File: config.mk
export PLATFORM = sky130hd
export DESIGN_NAME = instr_fetch_flat
export DESIGN_NICKNAME = d
export VERILOG_FILES = /design/src/rtl/instr_fetch_if.sv /design/src/rtl/instr_fetch.sv /design/src/flat_wrapper.sv
export SDC_FILE = /design/constraint.sdc
export NUM_CORES = 1
export LEC_CHECK = 0
export BUFFER_PORTS_ARGS = -buffer_cell sky130_fd_sc_hd__buf_2
export CAP_MARGIN = 20
export CORE_ASPECT_RATIO = 0.6
export CORE_MARGIN = 2
export CORE_UTILIZATION = 55
export CTS_BUF_LIST = sky130_fd_sc_hd__clkbuf_2
export DETAILED_ROUTE_END_ITERATION = 8
export PLACE_DENSITY = 0.78
export SETUP_SLACK_MARGIN = 0.02
export SLEW_MARGIN = 15
export SYNTH_ARGS = -nofsm -noshare
export SYNTH_HDL_FRONTEND = slang
export SYNTH_SLANG_ARGS = --single-unit
File: constraint.sdc
create_clock -name clk -period 15 [get_ports clk]
set_clock_uncertainty 0.1 [all_clocks]
set_input_delay 0.75 -clock clk [delete_from_list [all_inputs] [get_ports clk]]
set_output_delay 0.75 -clock clk [all_outputs]
set_load 0.02 [all_outputs]
File: src/rtl/instr_fetch_if.sv
// rtl/instr_fetch_if.sv - fetch stage bundle: imem request/response, redirect, decode handoff
interface instr_fetch_if;
    logic        imem_req_valid;
    logic        imem_req_ready;
    logic [31:0] imem_req_addr;
    logic        imem_resp_valid;
    logic [31:0] imem_resp_data;
    logic        redirect_valid;
    logic [31:0] redirect_pc;
    logic        instr_valid;
    logic        instr_ready;
    logic [31:0] instr;
    logic [31:0] instr_pc;
    logic        fetch_fault;

    modport master (
        output imem_req_valid, imem_req_addr, instr_valid, instr, instr_pc, fetch_fault,
        input  imem_req_ready, imem_resp_valid, imem_resp_data, redirect_valid, redirect_pc,
               instr_ready
    );

    modport slave (
        input  imem_req_valid, imem_req_addr, instr_valid, instr, instr_pc, fetch_fault,
        output imem_req_ready, imem_resp_valid, imem_resp_data, redirect_valid, redirect_pc,
               instr_ready
    );
endinterface

File: src/rtl/instr_fetch.sv
// rtl/instr_fetch.sv - RV32I fetch stage: PC, credit-limited imem requests, in-order fetch queue
module instr_fetch #(
    parameter logic [31:0] RESET_PC = 32'h0000_0000,
    parameter int          DEPTH    = 2
) (
    input  logic              clk,
    input  logic              rst_n,
    instr_fetch_if.master     bus
);
    localparam int PW = (DEPTH > 1) ? $clog2(DEPTH) : 1;
    localparam int CW = $clog2(DEPTH + 1);
    localparam int OW = 8;
    localparam int UW = OW + 1;

    typedef enum logic {ST_RUN = 1'b0, ST_HALT = 1'b1} state_t;

    state_t          r_state;
    state_t          w_state_next;
    logic [31:0]     r_fetch_pc;
    logic [31:0]     r_resp_pc;
    logic [OW-1:0]   r_outstanding;
    logic [OW-1:0]   r_drop;
    logic [CW-1:0]   r_count;
    logic [PW-1:0]   r_wr_ptr;
    logic [PW-1:0]   r_rd_ptr;
    logic            r_fault;
    logic [31:0]     r_q_data [DEPTH];
    logic [31:0]     r_q_pc   [DEPTH];

    logic            w_redirect;
    logic            w_misaligned;
    logic            w_req_valid;
    logic            w_fire;
    logic            w_resp;
    logic            w_push;
    logic            w_pop;
    logic            w_instr_valid;
    logic            w_credit_ok;
    logic [UW-1:0]   w_used;
    logic [OW-1:0]   w_out_next;

    function automatic logic [PW-1:0] ptr_inc(input logic [PW-1:0] p);
        return (p == PW'(DEPTH - 1)) ? '0 : p + PW'(1);
    endfunction

    assign w_redirect    = bus.redirect_valid;
    assign w_misaligned  = (bus.redirect_pc[1:0] != 2'b00);
    assign w_instr_valid = (r_count != '0) && !w_redirect;
    assign w_pop         = w_instr_valid && bus.instr_ready;
    // Responses with nothing outstanding are stale traffic from before a reset.
    assign w_resp        = bus.imem_resp_valid && (r_outstanding != '0);
    assign w_push        = w_resp && (r_drop == '0) && !w_redirect;
    assign w_fire        = w_req_valid && bus.imem_req_ready;
    assign w_out_next    = r_outstanding + OW'(w_fire) - OW'(w_resp);

    // A slot freed by this cycle's pop is reusable at once, giving one fetch per cycle.
    assign w_used        = UW'(r_outstanding - r_drop) + UW'(r_count) - UW'(w_pop);
    assign w_credit_ok   = (w_used < UW'(DEPTH));

    always_ff @(posedge clk or negedge rst_n) begin
        if (!rst_n) begin
            r_state <= ST_RUN;
        end else begin
            r_state <= w_state_next;
        end
    end

    always_comb begin
        w_state_next = r_state;
        if (w_redirect) begin
            w_state_next = w_misaligned ? ST_HALT : ST_RUN;
        end
    end

    always_comb begin
        w_req_valid = 1'b0;
        if (rst_n && (r_state == ST_RUN) && !w_redirect && w_credit_ok) begin
            w_req_valid = 1'b1;
        end
    end

    always_ff @(posedge clk or negedge rst_n) begin
        if (!rst_n) begin
            r_fetch_pc    <= RESET_PC;
            r_resp_pc     <= RESET_PC;
            r_outstanding <= '0;
            r_drop        <= '0;
            r_count       <= '0;
            r_wr_ptr      <= '0;
            r_rd_ptr      <= '0;
            r_fault       <= 1'b0;
        end else begin
            r_outstanding <= w_out_next;
            if (w_redirect) begin
                r_fetch_pc <= bus.redirect_pc;
                r_resp_pc  <= bus.redirect_pc;
                r_drop     <= w_out_next;
                r_count    <= '0;
                r_wr_ptr   <= '0;
                r_rd_ptr   <= '0;
                r_fault    <= w_misaligned;
            end else begin
                if (w_fire) begin
                    r_fetch_pc <= r_fetch_pc + 32'd4;
                end
                if (w_resp && (r_drop != '0)) begin
                    r_drop <= r_drop - OW'(1);
                end
                if (w_push) begin
                    r_resp_pc <= r_resp_pc + 32'd4;
                    r_wr_ptr  <= ptr_inc(r_wr_ptr);
                end
                if (w_pop) begin
                    r_rd_ptr <= ptr_inc(r_rd_ptr);
                end
                r_count <= r_count + CW'(w_push) - CW'(w_pop);
            end
        end
    end

    always_ff @(posedge clk) begin
        if (w_push) begin
            r_q_data[r_wr_ptr] <= bus.imem_resp_data;
            r_q_pc[r_wr_ptr]   <= r_resp_pc;
        end
    end

    assign bus.imem_req_valid = w_req_valid;
    assign bus.imem_req_addr  = r_fetch_pc;
    assign bus.instr_valid    = w_instr_valid;
    assign bus.instr          = (r_count != '0) ? r_q_data[r_rd_ptr] : 32'h0;
    assign bus.instr_pc       = (r_count != '0) ? r_q_pc[r_rd_ptr]   : 32'h0;
    assign bus.fetch_fault    = r_fault;
endmodule

File: src/flat_wrapper.sv
// flat-port wrapper written by rule: the top's interface ports become plain ports
module instr_fetch_flat 
#(
    parameter logic [31:0] RESET_PC = 32'h0000_0000,
    parameter int          DEPTH    = 2
)
  (clk, rst_n, bus_imem_req_valid, bus_imem_req_addr, bus_instr_valid, bus_instr, bus_instr_pc, bus_fetch_fault, bus_imem_req_ready, bus_imem_resp_valid, bus_imem_resp_data, bus_redirect_valid, bus_redirect_pc, bus_instr_ready);
  instr_fetch_if bus_i ();
  input  logic clk;
  input  logic rst_n;
  output wire logic [$bits(bus_i.imem_req_valid)-1:0] bus_imem_req_valid;
  output wire logic [$bits(bus_i.imem_req_addr)-1:0] bus_imem_req_addr;
  output wire logic [$bits(bus_i.instr_valid)-1:0] bus_instr_valid;
  output wire logic [$bits(bus_i.instr)-1:0] bus_instr;
  output wire logic [$bits(bus_i.instr_pc)-1:0] bus_instr_pc;
  output wire logic [$bits(bus_i.fetch_fault)-1:0] bus_fetch_fault;
  input wire logic [$bits(bus_i.imem_req_ready)-1:0] bus_imem_req_ready;
  input wire logic [$bits(bus_i.imem_resp_valid)-1:0] bus_imem_resp_valid;
  input wire logic [$bits(bus_i.imem_resp_data)-1:0] bus_imem_resp_data;
  input wire logic [$bits(bus_i.redirect_valid)-1:0] bus_redirect_valid;
  input wire logic [$bits(bus_i.redirect_pc)-1:0] bus_redirect_pc;
  input wire logic [$bits(bus_i.instr_ready)-1:0] bus_instr_ready;
  assign bus_imem_req_valid = bus_i.imem_req_valid;
  assign bus_imem_req_addr = bus_i.imem_req_addr;
  assign bus_instr_valid = bus_i.instr_valid;
  assign bus_instr = bus_i.instr;
  assign bus_instr_pc = bus_i.instr_pc;
  assign bus_fetch_fault = bus_i.fetch_fault;
  assign bus_i.imem_req_ready = bus_imem_req_ready;
  assign bus_i.imem_resp_valid = bus_imem_resp_valid;
  assign bus_i.imem_resp_data = bus_imem_resp_data;
  assign bus_i.redirect_valid = bus_redirect_valid;
  assign bus_i.redirect_pc = bus_redirect_pc;
  assign bus_i.instr_ready = bus_instr_ready;
  instr_fetch #(.RESET_PC(RESET_PC), .DEPTH(DEPTH)) u_core (.clk(clk), .rst_n(rst_n), .bus(bus_i));
endmodule
=== After elaboration in Yosys (flattened, before gate mapping) ===
Memories as Yosys holds them, arrays and structs flattened.
Index checks and enable logic that the tools add are counted.

* Memories: 2
* Input bits: 70
* Output and inout bits: 99
* Bits in writable memories: 128
* Register bits after elaboration: 86
* Word-level logic and storage cells: 64

* Mux-type cells: 19
* Magnitude comparators: 1
* Bitwise operators: 1
* $add $sub $neg: 12
* Reduce and logical (&&, ||, !) cells: 20

{| class="wikitable"
|+ Memory list
! memory !! depth !! bits a word !! read ports !! clocked after Yosys merged registers in !! wr ports !! RTL line !! source
|-
| u_core.r_q_data || 2 || 32 || 1 || 0 || 1 || instr_fetch.sv:27 || <nowiki>logic [31:0] r_q_data [DEPTH];</nowiki>
|-
| u_core.r_q_pc || 2 || 32 || 1 || 0 || 1 || instr_fetch.sv:28 || <nowiki>logic [31:0] r_q_pc [DEPTH];</nowiki>
|}

{| class="wikitable"
|+ Operators by type and width
! kind !! number
|-
| 32-bit 2-to-1 mux || 6
|-
| 32-bit by 3-bit adder with 32-bit output, second input constant || 2
|-
| 8-bit 2-to-1 mux || 2
|-
| 8-bit nonzero test || 2
|-
| 2-bit nonzero test || 6
|-
| 1-bit logical AND || 10
|-
| 1-bit 2-to-1 mux || 10
|-
| 9-bit by 2-bit adder with 9-bit output || 1
|-
| 9-bit by 2-bit < comparator with 1-bit output, second input constant || 1
|-
| 8-bit by 8-bit subtractor with 9-bit output || 1
|-
| 9-bit by 1-bit subtractor with 9-bit output || 1
|-
| 8-bit by 1-bit adder with 8-bit output || 1
|-
| 8-bit logical NOT || 1
|-
| 8-bit by 1-bit subtractor with 8-bit output || 1
|-
| 8-bit by 1-bit subtractor with 8-bit output, second input constant || 1
|-
| 1-bit adder, second input constant || 2
|-
| 2-bit by 1-bit adder with 2-bit output || 1
|-
| 2-bit 2-to-1 mux || 1
|-
| 2-bit by 1-bit subtractor with 2-bit output || 1
|-
| 1-bit logical NOT || 1
|-
| 1-bit NOT || 1
|}

=== Longest topological paths before layout ===
* Word-level depth: 11
* Mapped depth: 25
* Gate-level depth less buffers: 23

=== Least setup slack after synthesis ===
Ideal clock, no wire load.

* Path kind: input to register
* Start point: input bus_redirect_valid
* End point: register u_core.r_drop[6]
* Slack: 8.693 ns
* Path buffers: 4
* Cell stages on the path: 25
* Required time: 14.767 ns
* Data arrival time: 6.074 ns
* Cell sequence: clkbuf_1 -> buf_1 -> buf_1 -> nor2_1 -> nand2_1 -> fa_1 -> inv_1 -> fa_1 -> nor2_1 -> fa_1 -> a21o_1 -> a221o_1 -> and3_4 -> or4b_1 -> buf_2 -> nor2_1 -> ha_1 -> inv_1 -> fa_1 -> nand2b_1 -> a21oi_1 -> o21ai_0 -> a21oi_1 -> o21a_1 -> o31ai_1

* Cells in the longest elaborated chain, start to end: 11
* Elaborated cells between the ends (all ways): 13
* Those cells by class: 3 x add/sub; 1 x order compare; 2 x mux; 7 x reduce/logical

{| class="wikitable"
|+ Ends and longest elaborated chain
! what !! RTL line !! source
|-
| start: declaration || flat_wrapper.sv:20 || <nowiki>input wire logic [$bits(bus_i.redirect_valid)-1:0] bus_redirect_valid;</nowiki>
|-
| 1-bit logical NOT || instr_fetch.sv:48 || <nowiki>assign w_instr_valid = (r_count != '0) && !w_redirect;</nowiki>
|-
| 1-bit logical AND || instr_fetch.sv:48 ||
|-
| net bus_instr_valid || flat_wrapper.sv:13 || <nowiki>output wire logic [$bits(bus_i.instr_valid)-1:0] bus_instr_valid;</nowiki>
|-
| 1-bit logical AND || instr_fetch.sv:49 || <nowiki>assign w_pop = w_instr_valid && bus.instr_ready;</nowiki>
|-
| 9-bit by 1-bit subtractor with 9-bit output || instr_fetch.sv:57 || <nowiki>assign w_used = UW'(r_outstanding - r_drop) + UW'(r_count) - UW'(w_pop);</nowiki>
|-
| 9-bit by 2-bit < comparator with 1-bit output || instr_fetch.sv:58 || <nowiki>assign w_credit_ok = (w_used < UW'(DEPTH));</nowiki>
|-
| 1-bit logical AND || instr_fetch.sv:77 || <nowiki>if (rst_n && (r_state == ST_RUN) && !w_redirect && w_credit_ok) begin</nowiki>
|-
| 1-bit 2-to-1 mux || instr_fetch.sv:77 ||
|-
| 1-bit logical AND || instr_fetch.sv:53 || <nowiki>assign w_fire = w_req_valid && bus.imem_req_ready;</nowiki>
|-
| 8-bit by 1-bit adder with 8-bit output || instr_fetch.sv:54 || <nowiki>assign w_out_next = r_outstanding + OW'(w_fire) - OW'(w_resp);</nowiki>
|-
| 8-bit by 1-bit subtractor with 8-bit output || instr_fetch.sv:54 ||
|-
| 8-bit 2-to-1 mux || instr_fetch.sv:94 || <nowiki>if (w_redirect) begin</nowiki>
|-
| end signal: assignment || instr_fetch.sv:97 || <nowiki>r_drop <= w_out_next;</nowiki>
|-
| end signal: assignment || instr_fetch.sv:107 || <nowiki>r_drop <= r_drop - OW'(1);</nowiki>
|-
| end: declaration || instr_fetch.sv:22 || <nowiki>logic [OW-1:0] r_drop;</nowiki>
|}

The timed path passes the listed nets, and every way through them passes these cells.
A chain may end at the register's enable or synchronous reset.

=== Worst setup path after layout ===
* Start point: register u_core.r_count[1]
* End point: register u_core.r_drop[7]

* Cells in the longest elaborated chain, start to end: 11
* Elaborated cells between the ends (all ways): 12
* Those cells by class: 4 x add/sub; 1 x order compare; 2 x mux; 5 x reduce/logical

{| class="wikitable"
|+ Ends and longest elaborated chain
! what !! RTL line !! source
|-
| start: declaration || instr_fetch.sv:23 || <nowiki>logic [CW-1:0] r_count;</nowiki>
|-
| start signal: assignment || instr_fetch.sv:116 || <nowiki>r_count <= r_count + CW'(w_push) - CW'(w_pop);</nowiki>
|-
| branches (longest 3 deep; another with 9-bit by 2-bit adder with 9-bit output) || -- ||
|-
| 9-bit by 1-bit subtractor with 9-bit output * || instr_fetch.sv:57 ||
|-
| 9-bit by 2-bit < comparator with 1-bit output * || instr_fetch.sv:58 ||
|-
| 1-bit logical AND * || instr_fetch.sv:77 ||
|-
| 1-bit 2-to-1 mux * || instr_fetch.sv:77 ||
|-
| 1-bit logical AND * || instr_fetch.sv:53 ||
|-
| 8-bit by 1-bit adder with 8-bit output * || instr_fetch.sv:54 ||
|-
| 8-bit by 1-bit subtractor with 8-bit output * || instr_fetch.sv:54 ||
|-
| 8-bit 2-to-1 mux * || instr_fetch.sv:94 ||
|}

Mark *: on every way between the ends.

==> results.ini <==
[status]
status=complete, no violations

[setup_path]
reg2reg_setup_slack_ps=8970
end_kind=register
start_kind=register
rr_worst_depth=21
worstSetupPathType=register to register
cpMaxStageDelayCell=a2111oi_0
crit_arrival_ps=6510
r2r_start=u_core.r_count[1]$_DFF_PN0_
cp_data_required_time_ps=15470
cp-startpoint=u_core.r_count[1]$_DFF_PN0_
crit_fanout=65
critical-path-max-stage-delay_ps=820
worstPathCellList=nor2_4 > buf_4 > nor2_1 > nand2_1 > fa_1 > inv_1 > fa_1 > nor2_1 > fa_1 > a21o_1 > a221o_1 > a21oi_1 > or4b_1 > nor2_1 > ha_1 > a21o_1 > a21oi_1 > o21bai_1 > a2111oi_0 > o211a_1 > a211oi_1

[final_layout]
final_net_count=1255
fin_area_mm2=0.0124
drive_above_1_share_pct=24.5
synthToLayoutAreaGrowth_pct=15.8
fill_cells=1528
final_common_cell=buf_2
final_cell_mix=buf_2, nor2_1, edfxtp_1
final_util_pct=65.0

[synthesis]
synth_fa_ha_area_share_pct=4.92
synth-xor-area-share_pct=3.52
ys_seq_area_share_pct=55.9
synth_top_family_by_area=simple AND/OR/NAND/NOR gates
yosys.area.top_type_share_pct=36.0
syn_area_mm2=0.0107
synthCells=949
syn_nets=1058
synth_warnings=0
ys_async_sr_fraction_pct=39.9
ys.flop_type=edfxtp_1
synthMuxAreaShare_pct=7.88
synth-simple-area-share_pct=16.0
ys_top_cells_by_area=edfxtp_1, dfrtp_1, mux2i_1, nor2_1, ha_1
synth_area_per_cell_um2=11.3
synth_seq_cells=213
synth-compound-area-share_pct=8.11
synthDistinctLibCells=67
synth_top_cell_by_area=edfxtp_1
synth_edf_count=128

[grt]
track_usage_pct=25.3
grt_pass1_wl_um=40700
grt_pass1_vias=7499
gr-total-overflow=0
antenna_found_initial=1
grt_max_degree=87

[place]
hpwl_um=17800
io_buffers=168
place_congestion=0.925
postPlaceCellArea_mm2=0.0117

[drt]
post_drt_wl_per_cell_um=18.3
dr.first_iter.drc_count=844
drc=0
ant_nets=0
drt-total-wl_um=26200
vias=8246
drt-pass1-iter-count=5
viasPerCell=5.75

[clocking]
numCtsBuffers=49
cts_tree=built
htree_levels=2
clkSinkCount=213
cts_setup_buffers=0
clk_pin_slew_worst_paths_ps=110
insertion_delay_ps=790
clockBufferDepth=3
hold_buffers=1
root_buffer=clkbuf_2
cts.repair.resized=0

[min_path]
hold_path_depth=1
hold_start=bus_imem_resp_data[17]
hp-class=primary input to register

[run]
max-cap-violations=0

[timing]
drv_slew=0
setup_violations=0
clock.fmax_ghz=0.166
worst_slew_pin_slew_ps=1060
hold_viol_final=0
period_share_pct=40.2
finalSetupTns_ps=0
hold_ws_ps=75.6
grt_setup_unrepaired=false
finalCriticalPeriod_ps=6030
relSlewSlack_pct=29.4

[floorplan]
die_w_um=184
core_area_mm2=0.0190
start_util_pct=56.2
num_rows=39
io-pin-count=169
die_height_um=112
die_area_mm2=0.0206

[pwr]
vdd_drop_max_v=0.000162
powerDensity_mw_per_mm2=148
leakage_nw=5.02

==> through the flow <==
stage          worst slack (ps)  total power, mW  instances
2_1_floorplan              8690             1.25        949
3_3_place_gp               8690             1.40       1325
3_5_place_dp               8580             1.42       1325
4_1_cts                    8980             1.81       1418
5_1_grt                    8610             1.96       1434
6_report                   8970             1.83       1434
==> final cells by class <==
cell class | count | area [µm²] | share of cell area (%)
Inverter | 55 | 206 | 1.67
Clock inverter | 13 | 90.1 | 0.728
Sequential cell | 213 | 5970 | 48.3
Multi-Input combinational cell | 635 | 4340 | 35.0
Antenna cell | 1 | 2.50 | 0.0202
Clock buffer | 79 | 395 | 3.19
Tap cell | 246 | 308 | 2.49
Timing Repair Buffer | 192 | 1060 | 8.59
==> metal layers <==
metal	global-route usage [%]	vias up	part of all wire [%]
met3	6.38	31	11
met5	0	-	0
met1	41.8	3913	49
met4	6.51	0	1.3
li1	-	3875	-
met2	32.6	427	39
==> logic make-up (layout without fill, tap and decap cells) <==
family,count (synthesis),in the layout
and+or+nand+nor,352,352
muxes,82,82
buffers and inverters,101,339
AOI/OAI and AO/OA,119,119
adders and majority gates,39,39
other,0,1
xor gates and xnor gates,43,43
DFF,213,213
==> path summary, 6_finish.rpt <==
path                                                     to
setup reg to reg               u_core.r_drop[7]$_DFFE_PN0P_
min in group asynchronous  u_core.r_resp_pc[30]$_DFFE_PN0N_
hold / removal             u_core.r_q_data[1][17]$_DFFE_PP_
max in group asynchronous  u_core.r_resp_pc[10]$_DFFE_PN0N_
hold reg to reg               u_core.r_q_pc[0][0]$_DFFE_PP_
setup / recovery               u_core.r_drop[7]$_DFFE_PN0P_
==> registers in the layout, summed over array words and instances, names as in the netlist <==
signal	count
u_core.bus.fetch_fault	1
u_core.bus.imem_req_addr	32
u_core.r_count	2
u_core.r_drop	8
u_core.r_outstanding	8
u_core.r_q_data	64
u_core.r_q_pc	64
u_core.r_rd_ptr	1
u_core.r_resp_pc	32
u_core.r_wr_ptr	1
==> synth_stat cells (6+ instances only) <==
cell	instances
nor4_1	18
dfrtp_1	85
or4_1	6
a21oi_1	15
a211oi_1	30
nor3_1	34
o31ai_1	7
xnor2_1	29
buf_1	12
nand2b_1	15
o21ai_0	18
a21o_1	6
inv_1	54
nor2_1	130
and3_1	12
clkbuf_1	27
ha_1	34
nand2_1	52
o2bb2ai_1	6
mux2i_1	65
a21boi_0	10
nand4_1	18
xor2_1	14
edfxtp_1	128
mux2_2	17
nand3_1	35
==> critical path: cells and delay by family, from the launching register on <==
family	cells	cell delay, ps
flip-flops	1	450
AND/OR/NAND/NOR	6	870
AO/OA/AOI/OAI	9	2470
adder cells (fa/ha/maj)	4	1620
buffers and inverters	2	350
==> report_power, final <==
group	switching (mW)	internal [mW]
sequential	0.0596	0.669
combinational	0.409	0.293
clock	0.239	0.158
total	0.708	1.12
Power figures use the tool's default switching activity.
